**config.mk**
```make
export PLATFORM = sky130hd
export DESIGN_NAME = avalon_st_ready_gen
export DESIGN_NICKNAME = d
export VERILOG_FILES = /design/src/rtl/avalon_st_ready_gen.sv
export SDC_FILE = /design/constraint.sdc
export NUM_CORES = 1
export LEC_CHECK = 0
export ABC_AREA = 1
export ABC_CLOCK_PERIOD_IN_PS = 850
export BUFFER_PORTS_ARGS = -buffer_cell sky130_fd_sc_hd__clkbuf_2
export CAP_MARGIN = 20
export CORE_AREA = 2 2 39 41
export CTS_CLUSTER_DIAMETER = 50
export DETAILED_ROUTE_END_ITERATION = 10
export DIE_AREA = 0 0 41 43
export GPL_TIMING_DRIVEN = 1
export HOLD_SLACK_MARGIN = 0.03
export PLACE_DENSITY_LB_ADDON = 0.12
export SLEW_MARGIN = 25
export SYNTH_ARGS = -nofsm -noshare
export SYNTH_HDL_FRONTEND = slang
export SYNTH_SLANG_ARGS = --single-unit
```
**constraint.sdc**
```tcl
create_clock -name clk_i -period 0.85 [get_ports clk_i]
set_input_delay 0.085 -clock clk_i [delete_from_list [all_inputs] [get_ports clk_i]]
set_output_delay 0.085 -clock clk_i [all_outputs]
set_load 0.005 [all_outputs]
```
**src/rtl/avalon_st_ready_gen.sv**
```systemverilog
// Programmable backpressure generator.
//   clk_i        : clock
//   srst_n_i     : synchronous active-low reset
//   stall_mask_i : bit k = ready during phase k of an 8-cycle pattern
//   ready_o      : registered sink ready
module avalon_st_ready_gen (
  input  logic       clk_i,
  input  logic       srst_n_i,
  input  logic [7:0] stall_mask_i,
  output logic       ready_o
);

  logic [2:0] phase_q;

  always_ff @(posedge clk_i) begin
    if (!srst_n_i) begin
      phase_q <= '0;
      ready_o <= 1'b0;
    end else begin
      phase_q <= phase_q + 3'd1;
      ready_o <= stall_mask_i[phase_q];
    end
  end

endmodule

```
== Word-level counts from Yosys, hierarchy flattened ==
Index checks and enable logic that the tools add are counted.
Word-level totals
  register bits after elaboration: 4
  bits in latches: 0
  memory bits (writable): 0
  memory bits (read-only): 0
  input bits: 10
  output and inout port bits: 1
  memories: 0
Operators by class
  add/subtract/negate cells: 1
  multipliers: 0
  div/mod/pow operators: 0
  $lt $le $gt $ge: 1
  eq/ne operators: 0
  shift operators: 0
  muxes and demuxes: 2
  bitwise logic cells: 0
  reductions and logical operators: 0
Operator list (number)
  less-than comparator 3 x 4 -> 1 bit, second input constant: 1
  adder 3 x 1 -> 3 bit, second input constant: 1
  binary-select mux 1 bit (select 3 bit): 1
  two-way mux 1 bit: 1

== Depth between registers and ports, before layout ==
Gate-level depths: netlist of the first run.
  depth in word-level cells: 2
  gate-level depth with buffers: 6
  mapped depth without buffers: 6

== Worst setup path after synthesis of the first run ==
OpenSTA, ideal clock, no wires.
  path kind: register to register
  start: reg phase_q[0]
  end: reg phase_q[2]
  arrival: 735 ps
  data required time: 735 ps
  slack: 0 ps
  cell stages (with the launch flop): 4
  path buffers: 0
  period minus slack after synthesis: 850 ps
  cells stage by stage: dfxtp_1 -> ha_1 -> xnor2_1 -> nor2_1
On the way
  longest elaborated chain between the ends: 1
RTL lines
  start: declaration: RTL line 13  | logic [2:0] phase_q;
  start signal: assignment: RTL line 20  | phase_q <= phase_q + 3'd1;
  adder 3 x 1 -> 3 bit: RTL line 20
No other way between the ends.
A chain may end at the register's enable or synchronous reset.

== Worst setup path in the final report of the first run ==
  start: reg phase_q[0]
  end: reg ready_o
On the way
  longest elaborated chain between the ends: 2
RTL lines
  binary-select mux 1 bit (select 3 bit): RTL line 21  | ready_o <= stall_mask_i[phase_q];
  two-way mux 1 bit (implied by the code): RTL line 21
  end signal: assignment: RTL line 21
  end: declaration: RTL line 10  | output logic ready_o
No other way between the ends. The select of a mux whose other input is x is not followed.

==> flow_metrics.py, run 1 <==
metrics = {
    "global_routing": {
        "grt_overflow": 0,
        "grt_max_degree": 8,
        "use_met1": 0.08387,
        "grt_pass1_vias": 224,
        "antenna_found_initial": 0,
        "busiest_layer": "met2",
        "met3_usage": 0.01571,
        "grtUsageTotal": 0.06935,
        "met2_usage": 0.08750,
        "grt_pass1_wl_microns": 772,
    },
    "logic_synthesis": {
        "synth_area_sq_um": 227.7,
        "yosysTopAreaCell": "dfxtp_1",
        "muxShareOfSynthArea": 0,
        "synth_compound_area_frac": 0,
        "synth_top_family_by_area": "simple AND/OR/NAND/NOR gates",
        "synthAdderAreaFrac": 0.05495,
        "synth_cells": 38,
        "ys_warn_count": 0,
        "synthTopCellsByArea": "dfxtp_1, inv_1, nand2_1",
        "syn_nets": 49,
        "synth-simple-area-share": 0.3571,
        "synth.top_cell.area_share": 0.3516,
        "ys_ff_latch": 4,
        "postSynthAreaPerCell_sq_um": 5.993,
        "yosysSeqAreaShare": 0.3516,
        "synth_xor_area_frac": 0.03846,
        "ys_types": 8,
    },
    "critical_path": {
        "crit_slowest_cell": "dfxtp_4",
        "worstPathCellList": "inv_4 > nand2_2 > nand3_1 > nand3_2 > nand2_1 > nor2_1",
        "cp.required_ns": 1.02,
        "crit_fanout": 7,
        "cp-end-kind": "flip-flop",
        "cp-start-kind": "flip-flop",
        "critPathMaxStageDelay_ns": 0.40,
        "critical_path_class": "reg -> reg",
        "critPathArrivalTime_ns": 1.02,
    },
    "clocking": {
        "cts_max_level": 1,
        "cts_sinks": 4,
        "post-cts-setup-buffer-count": 0,
        "clk_path_buf_depth": 2,
        "clk_pin_slew_worst_paths_ns": 0.04,
        "cts_hold_buf": 0,
        "cts_root_buf": "clkbuf_4",
        "numCtsBuffers": 3,
        "cts_tree": "done",
        "clk_latency_ns": 0.23,
    },
    "placement": {
        "port_buffers": 10,
        "gp_congestion": 0.6132,
        "dp.cells": 64,
        "dp_hpwl_microns": 384.2,
    },
    "power": {
        "p_sw_uw": 160.7,
        "seq_power_share": 0.396,
        "switching_share": 0.2727,
        "p_int_uw": 428.6,
        "leakagePower_nw": 0.2146,
        "pwr-share-comb": 0.203,
        "p_total_uw": 589.3,
        "powerDensity_nw_per_um2": 1549,
        "vdd_drop_max_mv": 0.5467,
        "p_clk_frac": 0.401,
    },
    "timing": {
        "tightest_slew_ns": 0.2107,
        "fmax_mhz": 1177,
        "post-route-period-util": 0.9995,
        "fin_crit_ns": 0.8496,
        "skew_ns": 0.001894,
        "report.final.slew_viol_count": 0,
        "whs_ns": 0.07097,
        "hold_viol_final": 0,
        "slew_headroom": 0.8594,
        "rsz0062_at_grt": "yes",
        "setup-violations-final": 0,
    },
    "cells_and_area": {
        "nets": 64,
        "layout_commonest_cell": "inv_1",
        "drive_gt1_frac": 0.5294,
        "layout_common_cells": "inv_1, clkbuf_2, nand2_1",
        "seqCellArea_sq_um": 85.08,
        "synthToLayoutAreaGrowth_pct": 67.03,
        "antenna_cells": 0,
        "nFillCells": 164,
        "multi_input_area_sq_um": 155.1,
        "post_layout_nonfiller_instances": 67,
    },
    "detailed_routing": {
        "ant_nets": 0,
        "viasPerCell": 3.821,
        "drc": 0,
        "detail_route.first_pass.iterations": 1,
        "drt_iter0_drc": 0,
        "via_count": 256,
        "wl_per_cell_microns": 7.806,
        "routed_wl_microns": 523,
    },
    "floorplanning": {
        "initial_core_util": 0.1646,
        "coreArea_sq_um": 1384,
        "dieArea_sq_um": 1763,
        "die_h_microns": 43,
        "io_pins": 11,
        "std_cell_rows": 14,
        "dieWidth_microns": 41,
    },
    "worst_hold_path": {
        "min_path_type": "in -> reg",
    },
    "run_status": {
        "status": "completed",
    },
    "flow_run": {
        "cap_viol_max_count": 0,
    },
}
==> layer usage <==
layer,part of all wire,up-vias
met1,0.47,110
met5,0,-
met4,0.033,0
li1,-,135
met2,0.43,9
met3,0.065,2
==> path summary, 6_finish.rpt <==
kind / start / end / slack [ns] / depth (start not counted)
max reg2reg: phase_q[0] / ready_o / 0.0004 / 6
min reg2reg: phase_q[0] / phase_q[0] / 0.49 / 1
max: phase_q[0] / ready_o / 0.0004 / 6
min: srst_n_i / phase_q[1] / 0.07 / 3
==> worst max-delay path, delay by kind of cell, from the launching register on <==
family                 cells  cell delay (ns)
AND/OR/NAND/NOR            5             0.32
flip-flops                 1             0.40
buffers and inverters      1             0.06
==> cell usage after synthesis <==
master and n:
ha_1 1, nor2_1 4, xnor2_1 1, nand3_1 5, nand2_1 11, dfxtp_1 4
inv_1 11, inv_2 1
==> cells by family (layout without fill, tap and decap cells) <==
family | after synthesis | count (layout)
fa+ha+maj | 1 | 1
xor+xnor | 1 | 1
simple gates | 20 | 20
buf+inv | 12 | 25
flops | 4 | 4
==> final cells by class <==
class,instances,area share
flip-flops and latches,4,0.2237
clock buffers,3,0.05921
inverters,12,0.1250
multi-input cells,22,0.4079
repair buffers,10,0.1316
well taps,16,0.05263
==> repair_timing <==
| action | in CTS | in global routing |
|---|---|---|
| setup endpoints to repair | 2 | 2 |
| pin swaps | 1 | 7 |
| gates resized for setup | 5 | 10 |
| gates cloned | 0 | 0 |
==> through the flow <==
| stage | TNS, ns | setup WS, ns | instance area, sq um | util |
|---|---|---|---|---|
| floorplan | 0 | 0.04134 | 229.0 | - |
| global placement | -0.02709 | -0.02709 | 299.0 | 0.2161 |
| detailed placement | -0.03765 | -0.02065 | 299.0 | 0.2161 |
| CTS | -0.005142 | -0.005142 | 340.3 | 0.2459 |
| global route | -0.08626 | -0.07557 | 380.4 | 0.2749 |
| finish | 0 | 0.0004458 | 380.4 | 0.2749 |
==> power by group through the flow <==
stage / clock network, mW / logic [mW] / registers (mW)
5_1_grt: 0.254 / 0.139 / 0.236
4_1_cts: 0.250 / 0.0974 / 0.231
2_1_floorplan: 0 / 0.0578 / 0.224
3_3_place_gp: 0 / 0.0931 / 0.229
6_report: 0.236 / 0.120 / 0.233
3_5_place_dp: 0 / 0.0928 / 0.229
==> state kept, by name, indices dropped and copies added (netlist names) <==
signal	count
ready_o	1
phase_q	3
Power figures use the tool's default switching activity.
==> run 2, diff against run 1 <==
--- a/config.mk
+++ b/config.mk
@@ -9,13 +9,14 @@
 export ABC_CLOCK_PERIOD_IN_PS = 850
 export BUFFER_PORTS_ARGS = -buffer_cell sky130_fd_sc_hd__clkbuf_2
 export CAP_MARGIN = 20
-export CORE_AREA = 2 2 39 41
+export CORE_AREA = 4 4 41 43
 export CTS_CLUSTER_DIAMETER = 50
 export DETAILED_ROUTE_END_ITERATION = 10
-export DIE_AREA = 0 0 41 43
+export DIE_AREA = 0 0 45 47
 export GPL_TIMING_DRIVEN = 1
 export HOLD_SLACK_MARGIN = 0.03
 export PLACE_DENSITY_LB_ADDON = 0.12
+export RECOVER_POWER = 50
 export SLEW_MARGIN = 25
 export SYNTH_ARGS = -nofsm -noshare
 export SYNTH_HDL_FRONTEND = slang
==> flow_metrics.py, run 2 (synthesized netlist as in run 1, its figures left out) <==
metrics = {
    "run_status": {
        "status": "complete, but fails checks",
        "violations": "setup timing",
    },
    "critical_path": {
        "crit_slowest_cell": "dfxtp_4",
        "critPathMaxStageDelay_ns": 0.39,
        "worstReg2RegStart": "phase_q[0]",
        "crit_fanout": 7,
        "cp_num_buf_inv": 1,
        "critical_path_class": "reg -> reg",
        "cp-start-kind": "flip-flop",
        "r2r_cells": 3,
        "cp-end-kind": "flip-flop",
        "r2r_slack_ns": -0.009,
        "r2r-end": "phase_q[1]",
        "worstPathCellList": "ha_2 > nand2_1 > inv_1",
        "critPathArrivalTime_ns": 0.98,
        "critPathTopFamily": "flip-flops",
        "cp.required_ns": 0.98,
    },
    "floorplanning": {
        "std_cell_rows": 13,
        "io_pins": 11,
        "initial_core_util": 0.1750,
        "coreArea_sq_um": 1301,
        "dieArea_sq_um": 2115,
        "dieWidth_microns": 45,
        "die_h_microns": 47,
    },
    "worst_hold_path": {
        "min_to": "phase_q[1]",
        "min_path_type": "in -> reg",
        "min-delay-start": "srst_n_i",
        "worstHoldPathCells": 3,
    },
    "cells_and_area": {
        "layout_commonest_cell": "inv_1",
        "drive_gt1_frac": 0.4510,
        "top_register": "phase_q",
        "nFillCells": 160,
        "largest_reg_flops": 3,
        "antenna_cells": 0,
        "layout_common_cells": "inv_1, clkbuf_2, nand2_1",
        "biggestRegsByFlops": "phase_q (3), ready_o (1)",
        "synthToLayoutAreaGrowth_pct": 52.20,
        "nets": 64,
    },
    "timing": {
        "worst_slack_ns": -0.008866,
        "hold_viol_final": 0,
        "skew_ns": 0.003418,
        "tightest_slew_ns": 0.1186,
        "setup-violations-final": 1,
        "report.final.slew_viol_count": 0,
        "rsz0062_at_grt": "yes",
        "fmax_mhz": 1164,
        "post-route-period-util": 1.010,
        "slew_headroom": 0.9204,
        "fin_crit_ns": 0.8589,
        "setup_tns_ns": -0.008866,
    },
    "clocking": {
        "clk_path_buf_depth": 2,
        "clk_latency_ns": 0.23,
        "cts_root_buf": "clkbuf_4",
        "cts_max_level": 1,
        "cts_hold_buf": 0,
        "clk_pin_slew_worst_paths_ns": 0.04,
        "cts_tree": "done",
        "numCtsBuffers": 3,
        "post-cts-setup-buffer-count": 0,
        "cts_sinks": 4,
    },
    "global_routing": {
        "grt_pass1_vias": 225,
        "grtUsageTotal": 0.05775,
        "grt_max_degree": 8,
        "grt_overflow": 0,
        "antenna_found_initial": 0,
        "grt_pass1_wl_microns": 834,
    },
    "power": {
        "leakagePower_nw": 0.2076,
        "vdd_drop_max_mv": 0.4910,
        "p_total_uw": 565.0,
        "powerDensity_nw_per_um2": 1630,
    },
    "detailed_routing": {
        "wl_per_cell_microns": 8.091,
        "drc": 0,
        "via_count": 248,
        "detail_route.first_pass.iterations": 2,
        "viasPerCell": 3.758,
        "routed_wl_microns": 534,
        "drt_iter0_drc": 1,
        "ant_nets": 0,
    },
    "placement": {
        "gp_congestion": 0.6468,
        "dp_hpwl_microns": 418.6,
        "port_buffers": 10,
    },
    "flow_run": {
        "cap_viol_max_count": 0,
    },
}
## run 2: cell types whose count changed in the layout (fill, tap and decap cells not counted)
cell	before	now
ha_4	1	0
nand3_1	1	4
nand3_2	4	1
ha_2	0	1
xnor2_2	1	0
xnor2_1	0	1
## run 2: how the worst max path moves through the flow
stage | from | endpoint | slack [ns] | cells after the start
global placement | phase_q[0] | ready_o | -0.01 | 6
floorplan | phase_q[0] | phase_q[2] | 0.04 | 3
CTS | phase_q[0] | phase_q[2] | -0.0004 | 3
global route | phase_q[0] | ready_o | -0.06 | 6
detailed placement | phase_q[0] | ready_o | -0.01 | 6
finish | phase_q[0] | phase_q[1] | -0.009 | 3
## run 2: where the power goes
| part | switching [mW] | total, mW | leakage, nW | internal (mW) |
|---|---|---|---|---|
| logic | 0.0504 | 0.104 | 0.160 | 0.0541 |
| registers | 0.0201 | 0.228 | 0.0340 | 0.208 |
| clock network | 0.0751 | 0.233 | 0.0138 | 0.158 |
## run 2: worst reg2reg max path: cells and delay by family, from the launching register on
family | cells | cell delay (ns)
simple gates | 1 | 0.05
fa+ha+maj | 1 | 0.28
buf+inv | 1 | 0.03
flops | 1 | 0.39
## run 2: metrics by stage
| step | hold slack, ns | util | cell area (sq um) | worst slack (ns) | std cells |
|---|---|---|---|---|---|
| 3_3_place_gp | 0.3149 | 0.2288 | 297.8 | -0.01065 | 63 |
| 5_1_grt | 0.1076 | 0.2663 | 346.6 | -0.06182 | 66 |
| 6_report | 0.07715 | 0.2663 | 346.6 | -0.008866 | 66 |
| 2_1_floorplan | 0.1826 | - | 229.0 | 0.04134 | 38 |
| 3_5_place_dp | 0.3181 | 0.2288 | 297.8 | -0.01365 | 63 |
| 4_1_cts | 0.07340 | 0.2510 | 326.6 | -0.0004244 | 66 |
## run 2: final cells by class
class                           instances  area [sq um]  area share
Sequential cell                         4         85.08      0.2455
Multi-Input combinational cell         22         122.6      0.3538
Tap cell                               15         18.77     0.05415
Timing Repair Buffer                   10         50.05      0.1444
Clock buffer                            3         22.52     0.06498
Inverter                               12         47.55      0.1372
## run 2: what timing repair did
action | CTS | global route
pin swaps | 1 | 5
endpoints found under the setup margin | 2 | 3
gates resized for setup | 3 | 7
gates cloned | 0 | 0
## run 2: metal layers
metal  global-route usage  share of wire  up-vias
met3              0.01149          0.096        2
met2              0.08757           0.44        8
met4              0.07018          0.013        0
met5                    0              0        -
met1              0.06164           0.45      103
li1                     -              -      135
